### src/rtl/spi_word_tx_if.sv
// Host-side bundle for spi_word_tx: the frame request, the four words,
// status, and the three SPI wires. The driver of the frame request uses
// the master modport, and the transmitter itself uses the slave modport.
interface spi_word_tx_if;
  logic        i_start;
  logic [15:0] i_data0;
  logic [15:0] i_data1;
  logic [15:0] i_data2;
  logic [15:0] i_data3;
  logic        o_busy;
  logic        o_done;
  logic        o_SPI_CS;
  logic        o_SPI_clock;
  logic        o_SPI_data;

  modport master (
    output i_start, i_data0, i_data1, i_data2, i_data3,
    input  o_busy, o_done, o_SPI_CS, o_SPI_clock, o_SPI_data
  );

  modport slave (
    input  i_start, i_data0, i_data1, i_data2, i_data3,
    output o_busy, o_done, o_SPI_CS, o_SPI_clock, o_SPI_data
  );
endinterface

### src/rtl/spi_word_tx.sv
// spi_word_tx: SPI mode-0 master that sends one frame of four 16-bit words,
// MSB first. Clock and chip select are paced slowly (HALF_PERIOD system
// clocks per SPI half-period) so that a slave with a 3-sample deglitch filter
// sees every edge. All outputs come straight from flops.
module spi_word_tx #(
  parameter int HALF_PERIOD = 8,
  parameter int GAP_CYCLES  = 16
) (
  input  logic          i_clock,
  input  logic          i_reset_n,
  spi_word_tx_if.slave  bus
);

  // One counter serves the half-period, hold and gap intervals, so it is
  // sized for the longer of the two.
  localparam int MAX_COUNT = (HALF_PERIOD > GAP_CYCLES) ? HALF_PERIOD : GAP_CYCLES;
  localparam int CW        = $clog2(MAX_COUNT);

  localparam logic [CW-1:0] HALF_LAST = CW'(HALF_PERIOD - 1);
  localparam logic [CW-1:0] GAP_LAST  = CW'(GAP_CYCLES - 1);
  localparam logic [CW-1:0] CNT_ONE   = CW'(1);

  localparam logic [2:0] IDLE     = 3'd0;
  localparam logic [2:0] SHIFT_LO = 3'd1;
  localparam logic [2:0] SHIFT_HI = 3'd2;
  localparam logic [2:0] HOLD     = 3'd3;
  localparam logic [2:0] GAP      = 3'd4;

  logic [2:0]    state;
  logic [CW-1:0] half_cnt;
  logic [5:0]    bit_cnt;
  // The first bit (i_data0[15]) goes straight onto the data line when the
  // frame is accepted, so only the remaining 63 bits need to be held here.
  logic [62:0]   shreg;
  logic          cs;
  logic          sclk;
  logic          sdata;
  logic          busy;
  logic          done;

  // Frame sequencer: walks low/high SPI half-periods for 64 bits, then
  // holds CS low one more half-period and keeps CS high for the gap.
  always_ff @(posedge i_clock or negedge i_reset_n) begin
    if (!i_reset_n) begin
      state    <= IDLE;
      half_cnt <= '0;
      bit_cnt  <= '0;
      shreg    <= '0;
      cs       <= 1'b1;
      sclk     <= 1'b0;
      sdata    <= 1'b0;
      busy     <= 1'b0;
      done     <= 1'b0;
    end else begin
      done <= 1'b0;
      case (state)
        IDLE: begin
          if (bus.i_start) begin
            shreg    <= {bus.i_data0[14:0], bus.i_data1, bus.i_data2, bus.i_data3};
            sdata    <= bus.i_data0[15];
            cs       <= 1'b0;
            busy     <= 1'b1;
            half_cnt <= '0;
            bit_cnt  <= '0;
            state    <= SHIFT_LO;
          end
        end
        SHIFT_LO: begin
          if (half_cnt == HALF_LAST) begin
            half_cnt <= '0;
            sclk     <= 1'b1;
            state    <= SHIFT_HI;
          end else begin
            half_cnt <= half_cnt + CNT_ONE;
          end
        end
        SHIFT_HI: begin
          if (half_cnt == HALF_LAST) begin
            half_cnt <= '0;
            sclk     <= 1'b0;
            if (bit_cnt != 6'd63) begin
              sdata   <= shreg[62];
              shreg   <= {shreg[61:0], 1'b0};
              bit_cnt <= bit_cnt + 6'd1;
              state   <= SHIFT_LO;
            end else begin
              sdata <= 1'b0;
              state <= HOLD;
            end
          end else begin
            half_cnt <= half_cnt + CNT_ONE;
          end
        end
        HOLD: begin
          if (half_cnt == HALF_LAST) begin
            half_cnt <= '0;
            cs       <= 1'b1;
            state    <= GAP;
          end else begin
            half_cnt <= half_cnt + CNT_ONE;
          end
        end
        GAP: begin
          if (half_cnt == GAP_LAST) begin
            half_cnt <= '0;
            busy     <= 1'b0;
            done     <= 1'b1;
            state    <= IDLE;
          end else begin
            half_cnt <= half_cnt + CNT_ONE;
          end
        end
        default: begin
          state <= IDLE;
        end
      endcase
    end
  end

  assign bus.o_SPI_CS    = cs;
  assign bus.o_SPI_clock = sclk;
  assign bus.o_SPI_data  = sdata;
  assign bus.o_busy      = busy;
  assign bus.o_done      = done;

endmodule

### src/flat_wrapper.sv
// flat-port wrapper written by rule: the top's interface ports become plain ports
module spi_word_tx_flat 
#(
  parameter int HALF_PERIOD = 8,
  parameter int GAP_CYCLES  = 16
)
  (i_clock, i_reset_n, bus_i_start, bus_i_data0, bus_i_data1, bus_i_data2, bus_i_data3, bus_o_busy, bus_o_done, bus_o_SPI_CS, bus_o_SPI_clock, bus_o_SPI_data);
  spi_word_tx_if bus_i ();
  input  logic i_clock;
  input  logic i_reset_n;
  input wire logic [$bits(bus_i.i_start)-1:0] bus_i_start;
  input wire logic [$bits(bus_i.i_data0)-1:0] bus_i_data0;
  input wire logic [$bits(bus_i.i_data1)-1:0] bus_i_data1;
  input wire logic [$bits(bus_i.i_data2)-1:0] bus_i_data2;
  input wire logic [$bits(bus_i.i_data3)-1:0] bus_i_data3;
  output wire logic [$bits(bus_i.o_busy)-1:0] bus_o_busy;
  output wire logic [$bits(bus_i.o_done)-1:0] bus_o_done;
  output wire logic [$bits(bus_i.o_SPI_CS)-1:0] bus_o_SPI_CS;
  output wire logic [$bits(bus_i.o_SPI_clock)-1:0] bus_o_SPI_clock;
  output wire logic [$bits(bus_i.o_SPI_data)-1:0] bus_o_SPI_data;
  assign bus_i.i_start = bus_i_start;
  assign bus_i.i_data0 = bus_i_data0;
  assign bus_i.i_data1 = bus_i_data1;
  assign bus_i.i_data2 = bus_i_data2;
  assign bus_i.i_data3 = bus_i_data3;
  assign bus_o_busy = bus_i.o_busy;
  assign bus_o_done = bus_i.o_done;
  assign bus_o_SPI_CS = bus_i.o_SPI_CS;
  assign bus_o_SPI_clock = bus_i.o_SPI_clock;
  assign bus_o_SPI_data = bus_i.o_SPI_data;
  spi_word_tx #(.HALF_PERIOD(HALF_PERIOD), .GAP_CYCLES(GAP_CYCLES)) u_core (.i_clock(i_clock), .i_reset_n(i_reset_n), .bus(bus_i));
endmodule
### config.mk
export PLATFORM = sky130hd
export DESIGN_NAME = spi_word_tx_flat
export DESIGN_NICKNAME = d
export VERILOG_FILES = /design/src/rtl/spi_word_tx_if.sv /design/src/rtl/spi_word_tx.sv /design/src/flat_wrapper.sv
export SDC_FILE = /design/constraint.sdc
export NUM_CORES = 1
export LEC_CHECK = 0
export ABC_CLOCK_PERIOD_IN_PS = 4000
export BUFFER_PORTS_ARGS = -buffer_cell sky130_fd_sc_hd__buf_4
export CAP_MARGIN = 10
export CORE_MARGIN = 5
export CORE_UTILIZATION = 25
export DETAILED_ROUTE_END_ITERATION = 8
export HOLD_SLACK_MARGIN = 0.1
export PLACE_DENSITY = 0.42
export RECOVER_POWER = 50
export SLEW_MARGIN = 10
export SYNTH_ARGS = -nofsm -noshare
export SYNTH_HDL_FRONTEND = slang
export SYNTH_SLANG_ARGS = --single-unit
### constraint.sdc
create_clock -name i_clock -period 4 [get_ports i_clock]
set_input_delay 0.6 -clock i_clock [delete_from_list [all_inputs] [get_ports i_clock]]
set_output_delay 0.6 -clock i_clock [all_outputs]
set_load 0.05 [all_outputs]
==> reports/qor.txt <==
Root buffer cell -> clkbuf_16
Critical Path AT -> 2.76 ns
Period Utilization, post-route -> 63.07%
Initial antenna violation count -> 0
Worst rel slew slack -> -1.324%
Worst-path maximum fanout -> 59
DR pass1 iterations -> 4
Met2 usage -> 15.51%
FF/Latch Area -> 0.002028 mm²
Max-Cap Viols -> 1
Final Cell Area -> 0.005120 mm²
Post-synthesis sequential area ratio -> 49.72%
Most Crowded Layer GR -> met2
Worst hold margin -> 0.4988 ns
CTS max path bufs -> 2
Hold Fails Final Rpt -> 0
Ys Warns -> 0
Cell Pwr Density -> 616.8 mW/mm²
Via count of the first global-routing pass -> 2861
Worst IR drop on VDD -> 186.3 µV
Core area -> 0.01594 mm²
Initial cell density of the core -> 25.58%
Unrepaired setup endpoints after global routing -> no
Grt total ovfl -> 0
Clock sinks -> 81
GR Layer Usage met1 -> 12.29%
Vias -> 2650
H-tree levels -> 3
Number of diodes -> 0
Leakage -> 2.144 nW
Cell variety after synth -> 37
Worst skew pair latency -> 0.34 ns
Post-Syn Area -> 0.004079 mm²
Mapped Nets -> 379
CP max stage cell -> clkbuf_2
Slew Limit Fails -> 60
Endpoints failing setup -> 0
Max incr delay on CP -> 1.08 ns
DIE WIDTH -> 137.7 µm
Routed wire per std cell -> 14.57 µm
Syn Area/Cell -> 13.16 µm²
Setup TNS -> 0 ns
Multi-input gate area -> 0.001964 mm²
Hold Crit Class -> register to register
Worst path buffer plus inverter count -> 2
Worst-path clk slew -> 0.06 ns
CTS buffer count -> 9
Crit end category -> async pin
CTS tree -> built
Global-route wire length before repair -> 14520 µm
Hold_buf cts -> 0
Row cnt -> 46
Cts repair resizes -> 0
# fillers -> 1628
Crit Path Class -> primary input to async pin
Gr usage total -> 9.882%
Actual slew at the worst max-slew pin -> 1.520 ns
Crit path cell chain -> clkbuf_2 > clkbuf_1
Max Freq -> 396.4 MHz
Total routed wirelength -> 8714 µm
Top Ports -> 72
Setup Fix Bufs, Post-CTS -> 0
Placement Cell Area -> 0.004830 mm²
Nature of the critical path startpoint -> primary input
Power Total -> 3.158 mW
Layout Nets -> 446
Largest net degree at the start of global routing -> 67
Crit path time final -> 2.523 ns
# DRC -> 0
Proportion of layout cells with a drive suffix above 1 -> 58.64%
Flops & latches, synth -> 81
DR iter-0 viols -> 93
Status -> finished, violations left
Die Area -> 0.01897 mm²
Met3 Use GR -> 2.849%
Syn Inst Count -> 310
Final GP Congestion -> 0.7115
Post-DRT Antenna Nets -> 0
Delay-heaviest family, CP -> buffers and inverters
I/O Buffers -> 71
Failing checks -> capacitance limit, slew limit
DP HPWL -> 5774 µm
Via density -> 4.431
CP required -> 4.23 ns
Final Skew -> 0.006694 ns
Synth-to-Final Area Change -> 25.52%
Die Height -> 137.7 µm
-- cell usage after synthesis (all sizes together) --
cell type | n | area [µm²]
a211oi | 2 | 15.01
a21boi | 1 | 7.510
a21o | 1 | 7.510
a21oi | 6 | 30.03
a221o | 2 | 20.02
a22o | 2 | 17.52
a2bb2oi | 1 | 15.01
a311o | 1 | 10.01
and2 | 1 | 6.260
and3 | 1 | 6.260
and3b | 1 | 8.760
buf | 13 | 77.57
clkbuf | 6 | 22.52
dfrtp | 80 | 2002
dfstp | 1 | 26.28
ha | 2 | 25.02
inv | 1 | 3.750
mux2 | 129 | 1453
mux2i | 1 | 10.01
nand2 | 11 | 43.80
nand3 | 8 | 40.04
nand3b | 2 | 15.01
nand4 | 1 | 6.260
nor2 | 10 | 37.54
nor2b | 3 | 18.77
nor3 | 3 | 15.01
nor3b | 2 | 20.02
o211ai | 1 | 7.510
o21ai | 8 | 40.04
o22a | 1 | 8.760
o311a | 1 | 10.01
o311ai | 1 | 8.760
o31ai | 5 | 37.54
or2 | 1 | 6.260
-- worst reg2reg max path: stages (launching register included) --
cell	delay, ns
dfrtp_1	0.56
nor3b_4	0.29
buf_4	0.71
mux2_2	0.44
mux2_2	0.25
-- logic make-up after synthesis --
kind of cell / after synthesis / share of synthesized area, %
AND/OR/NAND/NOR: 44 / 5.491
multiplexers: 130 / 35.86
buffers and inverters: 20 / 2.546
adder cells (fa/ha/maj): 2 / 0.6134
flip-flops: 81 / 49.72
AO/OA/AOI/OAI: 33 / 5.767
-- flip-flops by register name (all words and copies together), names as in the netlist --
register,count
u_core.bit_cnt,6
u_core.bus.o_SPI_data,1
u_core.bus.o_done,1
u_core.bus.o_SPI_CS,1
u_core.bus.o_SPI_clock,1
u_core.state,3
u_core.half_cnt,4
u_core.shreg,63
u_core.bus.o_busy,1
-- layer usage --
| layer | wire length (µm) | up-vias |
|---|---|---|
| met5 | 0 | - |
| met4 | 174 | 0 |
| li1 | - | 1275 |
| met3 | 468 | 13 |
| met1 | 3864 | 1307 |
| met2 | 4206 | 55 |
-- final cells by class --
cell class	count	share of cell area, %
multi-input cells	209	38.37
clock inverters	6	1.124
inverters	1	0.07331
flip-flops and latches	81	39.61
well taps	216	5.279
clock buffers	10	4.668
repair buffers	75	10.87
-- worst paths after layout --
path	slack, ns	startpoint	endpoint	cells past startpoint
worst max-delay path	1.48	i_reset_n	u_core.shreg[2]	2
worst min-delay path	0.50	u_core.shreg[22]	u_core.shreg[22]	1
worst max register to register	1.63	u_core.state[2]	u_core.shreg[20]	4
worst min register to register	0.50	u_core.shreg[22]	u_core.shreg[22]	1
max in group i_clock	1.63	u_core.state[2]	u_core.shreg[20]	4
min in group asynchronous	0.63	i_reset_n	u_core.shreg[46]	1
-- where the power goes --
| group | switching, mW | total (mW) | internal (mW) |
|---|---|---|---|
| clock network | 0.334 | 0.830 | 0.496 |
| logic | 0.357 | 0.911 | 0.553 |
| registers | 0.216 | 1.42 | 1.20 |
| total | 0.907 | 3.16 | 2.25 |
-- metrics by stage --
stage	utilization, %	instances	setup WS (ns)
2_1_floorplan	-	310	2.040
3_3_place_gp	30.29	582	1.607
3_5_place_dp	30.29	582	1.596
4_1_cts	32.15	598	1.581
5_1_grt	32.11	598	0.8474
6_report	32.11	598	1.477
-- layout by cell type, fill, tap and decap left out, types with 2 or more instances in the layout --
| cell type | n |
|---|---|
| clkbuf_16 | 9 |
| nand3_1 | 8 |
| o31ai_1 | 5 |
| nor2b_1 | 3 |
| clkinv_2 | 4 |
| nor3_1 | 3 |
| nor2_1 | 10 |
| a211oi_1 | 2 |
| a22o_1 | 2 |
| nand2_1 | 10 |
| a21oi_1 | 6 |
| mux2_2 | 129 |
| buf_4 | 73 |
| ha_1 | 2 |
| dfrtp_1 | 80 |
| o21ai_0 | 8 |
| nand3b_1 | 2 |
| a221o_1 | 2 |
Power figures use the tool's default switching activity.
